**src/rtl/fpm.sv**
```systemverilog
// Registered 32x32 signed multiplier: radix-4 Booth partial products, carry-save
// reduction, final carry-propagate add; the low 32 product bits are registered.
module fpm (
  input  logic        clk,
  input  logic        rst,
  input  logic [31:0] in1,
  input  logic        additional1,
  input  logic [31:0] in2,
  input  logic        additional2,
  output logic [31:0] out,
  output logic        additionalOut
);

  localparam int NPP = 17;

  // 3:2 compressor over a 64-bit slice: sum bits
  function automatic logic [63:0] csa_sum(input logic [63:0] a, input logic [63:0] b,
                                          input logic [63:0] c);
    csa_sum = a ^ b ^ c;
  endfunction

  // 3:2 compressor over a 64-bit slice: carry bits, already weighted by two
  function automatic logic [63:0] csa_carry(input logic [63:0] a, input logic [63:0] b,
                                            input logic [63:0] c);
    csa_carry = ((a & b) | (a & c) | (b & c)) << 1;
  endfunction

  logic [63:0] mcand_s;
  logic [34:0] mplr_ext_s;
  logic [63:0] pp_s [NPP];
  logic [63:0] sum_s;
  logic [63:0] carry_s;
  logic [63:0] prod_s;
  logic [31:0] prod_d, prod_q;
  logic        side_d, side_q;

  // Multiplier is sign-extended two bits so the 17th group recodes the sign to zero
  assign mcand_s    = {{32{in1[31]}}, in1};
  assign mplr_ext_s = {in2[31], in2[31], in2, 1'b0};

  // Booth recoding of each overlapping 3-bit group into a shifted partial product
  always_comb begin
    for (int i = 0; i < NPP; i++) begin
      logic [63:0] mult;
      mult = 64'd0;
      case (mplr_ext_s[2*i+2 -: 3])
        3'b000, 3'b111: mult = 64'd0;
        3'b001, 3'b010: mult = mcand_s;
        3'b011:         mult = mcand_s << 1;
        3'b100:         mult = ~(mcand_s << 1) + 64'd1;
        3'b101, 3'b110: mult = ~mcand_s + 64'd1;
        default:        mult = 64'd0;
      endcase
      pp_s[i] = mult << (2 * i);
    end
  end

  // Carry-save reduction of all partial products, then one carry-propagate add
  always_comb begin
    sum_s   = pp_s[0];
    carry_s = pp_s[1];
    for (int i = 2; i < NPP; i++) begin
      logic [63:0] s_tmp;
      s_tmp   = csa_sum(sum_s, carry_s, pp_s[i]);
      carry_s = csa_carry(sum_s, carry_s, pp_s[i]);
      sum_s   = s_tmp;
    end
    prod_s = sum_s + carry_s;
  end

  assign prod_d = prod_s[31:0];
  assign side_d = additional1 ^ additional2;

  // Result and sideband registers; reset clears both immediately
  always_ff @(posedge clk or posedge rst) begin
    if (rst) begin
      prod_q <= 32'h0000_0000;
      side_q <= 1'b0;
    end else begin
      prod_q <= prod_d;
      side_q <= side_d;
    end
  end

  assign out           = prod_q;
  assign additionalOut = side_q;

endmodule

```
**config.mk**
```make
export PLATFORM = sky130hd
export DESIGN_NAME = fpm
export DESIGN_NICKNAME = d
export VERILOG_FILES = /design/src/rtl/fpm.sv
export SDC_FILE = /design/constraint.sdc
export NUM_CORES = 1
export LEC_CHECK = 0
export CAP_MARGIN = 10
export CORE_MARGIN = 3
export CORE_UTILIZATION = 43
export DETAILED_ROUTE_END_ITERATION = 7
export PLACE_DENSITY = 0.62
export SYNTH_ARGS = -nofsm -noshare
export SYNTH_HDL_FRONTEND = slang
export SYNTH_SLANG_ARGS = --single-unit
```
**constraint.sdc**
```tcl
create_clock -name clk -period 1.1 [get_ports clk]
set_input_delay 0.22 -clock clk [delete_from_list [all_inputs] [get_ports clk]]
set_output_delay 0.22 -clock clk [all_outputs]
set_load 0.01 [all_outputs]
```
==> After elaboration in Yosys (flattened, before gate mapping) <==
Index checks and enable logic that the tools add are counted.
{ "totals": {"reg_bits": 33, "input_bits": 68, "out_inout_bits": 33} }
{ "op_classes": {"n_addsub": 3, "eq_ne": 108, "n_mux": 16, "bitwise": 108, "n_reduce_logical": 61} }
{ "ops": {"columns": ["cell", "count"], "rows": [
  ["31-bit AND", 43],
  ["31-bit bitwise OR", 30],
  ["32-bit XOR", 29],
  ["3-bit equality test (second input constant)", 60],
  ["30-bit one-hot mux with 5 select lines", 1],
  ["28-bit one-hot mux with 5 select lines", 1],
  ["26-bit one-hot mux with 5 select lines", 1],
  ["32-bit one-hot mux with 4 select lines", 1],
  ["24-bit one-hot mux with 5 select lines", 1],
  ["22-bit one-hot mux with 5 select lines", 1],
  ["20-bit one-hot mux with 5 select lines", 1],
  ["3-bit by 2-bit equality test with 1-bit output (second input constant)", 30],
  ["18-bit one-hot mux with 5 select lines", 1],
  ["2-bit OR reduction", 45],
  ["16-bit one-hot mux with 5 select lines", 1],
  ["14-bit one-hot mux with 5 select lines", 1],
  ["32-bit by 1-bit adder with 32-bit output (second input constant)", 2],
  ["32-bit inverter", 2],
  ["31-bit by 1-bit AND with 31-bit output (second input constant)", 2],
  ["12-bit one-hot mux with 5 select lines", 1],
  ["10-bit one-hot mux with 5 select lines", 1],
  ["3-bit logical NOT", 16],
  ["3-bit by 1-bit equality test with 1-bit output (second input constant)", 15],
  ["8-bit one-hot mux with 5 select lines", 1],
  ["8 further kinds", 9]
]} }

==> Longest topological paths before layout <==
{ "depth": {"word_depth": 49, "depth_mapped": 44} }

==> Least setup slack after synthesis <==
Ideal clock, no wire load.
{ "synth_path": {"path_type": "in2reg", "from": "input port in1[0]", "to": "register prod_q[31] (netlist: out[31])", "arrival_ns": 12.163, "setup_slack_ns": -11.187, "stages": 41, "path_buffers": 3, "path_cell_list": "clkbuf_1 > inv_1 > clkbuf_1 > ha_1 > nor4b_2 > nand4_1 > or2_2 > or3_1 > clkbuf_1 > xor2_1 > nand2_1 > a21oi_1 > a21oi_1 > a21oi_1 > fa_1 > inv_1 > fa_1 > fa_1 > (+5 left out) > fa_1 > fa_1 > fa_1 > fa_1 > fa_1 > fa_1 > inv_1 > ha_1 > xor2_1 > xnor2_1 > xnor2_1 > xnor3_1 > xnor2_1 > xnor2_1 > xnor3_1 > xnor3_1 > xnor3_1 > xnor2_1"} }
{ "synth_between": {"elab_chain_len": 49, "word_cells_on_any_way": 126, "cone_classes": "3 x add/sub; 16 x mux; 107 x bitwise"} }
{ "synth_rtl": {"columns": ["element", "line", "rtl"], "rows": [
  ["from (decl)", "6", "input logic [31:0] in1,"],
  ["32-bit inverter", null, null],
  ["32-bit by 1-bit adder with 32-bit output", null, null],
  ["30-bit one-hot mux with 5 select lines, or another cell as far along", "46", "case (mplr_ext_s[2*i+2 -: 3])"],
  ["31-bit AND", "25", "csa_carry = ((a & b) | (a & c) | (b & c)) << 1;"],
  ["31-bit bitwise OR (2 in series)", "25", null],
  ["31-bit AND", "25", null],
  ["31-bit bitwise OR (2 in series)", "25", null],
  ["31-bit AND", "25", null],
  ["(+29 left out)", null, null],
  ["31-bit AND", "25", null],
  ["31-bit bitwise OR (2 in series)", "25", null],
  ["31-bit AND", "25", null],
  ["31-bit bitwise OR (2 in series)", "25", null],
  ["31-bit AND", "25", null],
  ["31-bit bitwise OR (2 in series)", "25", null],
  ["32-bit adder *", "68", "prod_s = sum_s + carry_s;"],
  ["named net prod_s[31]", "33", "logic [63:0] prod_s;"],
  ["to (signal assigned)", "80", "prod_q <= prod_d;"],
  ["to (decl)", "34", "logic [31:0] prod_d, prod_q;"]
]} }
The timed path passes the listed nets; every way through them passes the cells marked *.

==> Final worst setup path <==
{ "layout_path": {"from": "input port in1[23]", "to": "register prod_q[31] (netlist: out[31])"} }
{ "layout_between": {"elab_chain_len": 42, "word_cells_on_any_way": 115, "cone_classes": "3 x add/sub; 5 x mux; 107 x bitwise"} }
{ "layout_rtl": {"columns": ["element", "line", "rtl"], "rows": [
  ["32-bit inverter", null, null],
  ["32-bit by 1-bit adder with 32-bit output", null, null],
  ["32-bit one-hot mux with 4 select lines", "46", null],
  ["31-bit AND or 32-bit XOR (tied branches)", "25, 19", null],
  ["31-bit bitwise OR or 32-bit XOR (tied branches)", "25, 19", null],
  ["31-bit bitwise OR, or another cell as far along", "25", null],
  ["31-bit AND, or another cell as far along", "25", null],
  ["31-bit bitwise OR, or another cell as far along (2 in series)", "25", null],
  ["(+16 left out)", null, null],
  ["31-bit bitwise OR, or another cell as far along (2 in series)", "25", null],
  ["32-bit XOR, or another cell as far along (10 in series)", "19", "csa_sum = a ^ b ^ c;"],
  ["32-bit XOR or 31-bit bitwise OR (tied branches)", "19, 25", null],
  ["32-bit XOR, or another cell as far along", "19", null],
  ["32-bit XOR or 31-bit bitwise OR (tied branches)", "19, 25", null],
  ["32-bit by 1-bit XOR with 32-bit output or 31-bit bitwise OR (tied branches)", "19, 25", null],
  ["32-bit adder *", "68", null],
  ["named net prod_s[31]", "33", null]
]} }
Marks and branches as above.

==> reports/summary.md <==
In the routed design, unresolved DRC markers number 0. The proportion of layout cells with a drive suffix above 1 came out at 38.8%. The root buffer cell is sky130_fd_sc_hd__clkbuf_16. The number of iterations in the first detailed-routing pass is 6, and the post-layout instance count excluding filler cells is 3447. The number of flops mapped to enable cells by yosys came out at 0. The count of warnings emitted by yosys was 0; the average cell area after synthesis was 7.57 µm². The leftover overflow at the end of global routing was 0; the final weighted congestion in routability-driven placement was 1.10. For this design, the sink count on the clock tree is 33.

The most frequent cell after synthesis is sky130_fd_sc_hd__nand2_1. The maximum fanout along the worst path is 2, and the area of the core is 41200 µm². Counting buffers and inverters, the worst setup path is 34 cells deep.

The biggest area contributor in the post-synthesis netlist is sky130_fd_sc_hd__fa_1. CTS built an H-tree with a depth of 2. The longest clock path from root to sink contains 2 buffers. The number of standard-cell rows in the floorplan came out at 74. The async set or reset register ratio after synthesis was 100%; the final HPWL from detailed placement was 76200 µm. For the placed cell count, the log shows 3382.

The run gives 3327 as the final net count. The number of clock buffers added by TritonCTS is 5. In this design, the stage delay of the slowest critical-path cell is 0.57 ns.

The commonest register cell after synthesis is sky130_fd_sc_hd__dfrtp_1. The run gives 21916 as the via count of the first global-routing pass. The die covers 44600 µm².

STA classifies the critical path endpoint as a flip-flop. The run gives 89.1 MHz as the peak clock frequency supported by timing. For the worst setup path, the data arrival time is 11.40 ns. The ratio of routed vias to standard cells was 6.60. The per-cell routed wire length was 30.1 µm. Count of final max-slew check failures: 0. The share of the clock period used by the worst path after layout was 1020%; the final instance area was 27000 µm².

Post-layout worst setup margin: -10.13 ns. The die span in y was 211 µm. In this design, the critical path's most frequently occurring cell is sky130_fd_sc_hd__fa_1. The minimum period implied by the final worst setup slack was 11.23 ns. The path class of the tightest hold or removal check is input port to async pin. The first global-routing pass estimated 145000 µm of wire. Counting every instance in the synthesized netlist gives 2389. The run gives 24500 µm² as the total cell area at the placement stage. The run finished, with violations left. The number of DRC markers in iteration 0 was 2856. The critical path required time is 1.27 ns. TritonCTS built the clock tree.

In this design, the largest share of critical-path delay is due to adder cells. The max-cap check violation count is 0, and the normalized max-slew margin is 48.2%. The area share of the largest cell type after synthesis works out to 21.8%. The die is 211 µm wide.

After synthesis, the netlist uses 72 different library cells. Setup repair after global routing could not meet its margin everywhere. The setup path with the least slack is of type input port to flip-flop. The largest individual stage delay along the critical path comes from the cell sky130_fd_sc_hd__or4_4.

The run gives 2803 as the post-synth net total. Register area share after synthesis: 4.57%. The final layout contains routed wiring with a total length of 104000 µm. The final reports fail on negative setup slack.

For this design the top-level I/O count stands at 101. Synthesis inferred 33 register bits. The remaining number of nets flagged by the antenna check after routing was 0. Sorting the synthesized cells by area gives the leading types as sky130_fd_sc_hd__fa_1, sky130_fd_sc_hd__ha_1, sky130_fd_sc_hd__xnor2_1. Sorting the synthesized cells by how often they occur yields sky130_fd_sc_hd__nand2_1, sky130_fd_sc_hd__nor2_1, sky130_fd_sc_hd__clkbuf_1. The tightest hold path in the finished design has a slack of 0.282 ns. The launching element type of the critical path was an input port. Entering global routing, the biggest net connects 40 pins.

The layout overhead on the synthesized area was 49.2%; the post-route core utilization was 65.5%. Global routing consumed, over all layers together, 44.1% of the routing resources. The count of buffers added on input and output ports is 100. Setup violations remaining at the end of the flow were counted as 30. The final-report hold violation count was 0; the initial antenna violation count was 7. The buffer and inverter count on the worst path is 4, and the synthesized cell area is 18100 µm². The starting density of the core is 43.9%.

At the pin with the least slew margin, the transition time is 0.769 ns. Clock-pin slew was measured on the worst setup and hold paths at 0.06 ns. The total vias in the final route was 22759; the total of hold buffers inserted after clock tree synthesis was 0.
## cells in the final DEF, fill, tap and decap left out, types with 46 or more instances in the layout
master,netlist,layout
sky130_fd_sc_hd__a21oi_1,173,147
sky130_fd_sc_hd__a221o_1,60,60
sky130_fd_sc_hd__a221oi_1,65,56
sky130_fd_sc_hd__buf_2,4,46
sky130_fd_sc_hd__buf_4,0,586
sky130_fd_sc_hd__buf_6,1,46
sky130_fd_sc_hd__fa_1,197,106
sky130_fd_sc_hd__fa_2,0,91
sky130_fd_sc_hd__ha_4,0,116
sky130_fd_sc_hd__inv_1,114,88
sky130_fd_sc_hd__nand2_1,281,266
sky130_fd_sc_hd__nor2_1,220,214
sky130_fd_sc_hd__o21ai_0,198,185
sky130_fd_sc_hd__o22ai_1,75,69
sky130_fd_sc_hd__xnor2_1,143,121
sky130_fd_sc_hd__xor2_1,77,72
## metrics by stage
step / setup slack, ns / setup TNS [ns]
2_1_floorplan: -10.02 / -180.21
3_3_place_gp: -10.78 / -217.53
3_5_place_dp: -11.00 / -219.12
4_1_cts: -10.14 / -188.21
5_1_grt: -10.42 / -194.79
6_report: -10.13 / -190.33
## flip-flops by register name, summed over array words and instances (netlist names)
register / flops
additionalOut: 1
out: 32
## layout make-up
cell class	count	area [µm²]
diodes	1	2.50
clock buffers	5	125
clock inverters	3	22.5
fillers	3450	14200
inverters	118	464
multi-input cells	1994	18600
flip-flops and latches	33	826
well taps	532	666
repair buffers	761	6290
## final timing paths
| path | startpoint | endpoint |
|---|---|---|
| hold / removal | rst | out[31] |
| setup / recovery | in1[23] | out[31] |
| max in group asynchronous | rst | out[24] |
| min in group clk | in1[0] | out[0] |
## routing by layer
metal | wire (µm) | vias to the layer above | GRT usage, %
li1 | - | 9502 | -
met1 | 36700 | 10828 | 55.9
met2 | 43000 | 1889 | 64.2
met3 | 15800 | 532 | 17.1
met4 | 8050 | 8 | 24.8
met5 | 52 | - | 0
## kinds of logic (layout without fill, tap and decap cells)
family / after synthesis / after routing / synth area share (%)
and+or+nand+nor: 651 / 651 / 15.8
muxes: 17 / 17 / 0.948
buffers and inverters: 362 / 887 / 7.58
xor gates and xnor gates: 225 / 225 / 11.3
DFF: 33 / 33 / 4.57
adders and majority gates: 346 / 346 / 32.1
other: 0 / 1 / 0
AOI/OAI and AO/OA: 755 / 755 / 27.7
## timing repair
item                                    CTS  global route
pin swaps                               128           124
gates cloned                              4             1
gates resized for setup                 405           196
endpoints found under the setup margin   65            41
buffers inserted                         38            21
Power is not shown: default switching activity piles up to over one toggle a cycle in this logic, so the estimate is an artifact.
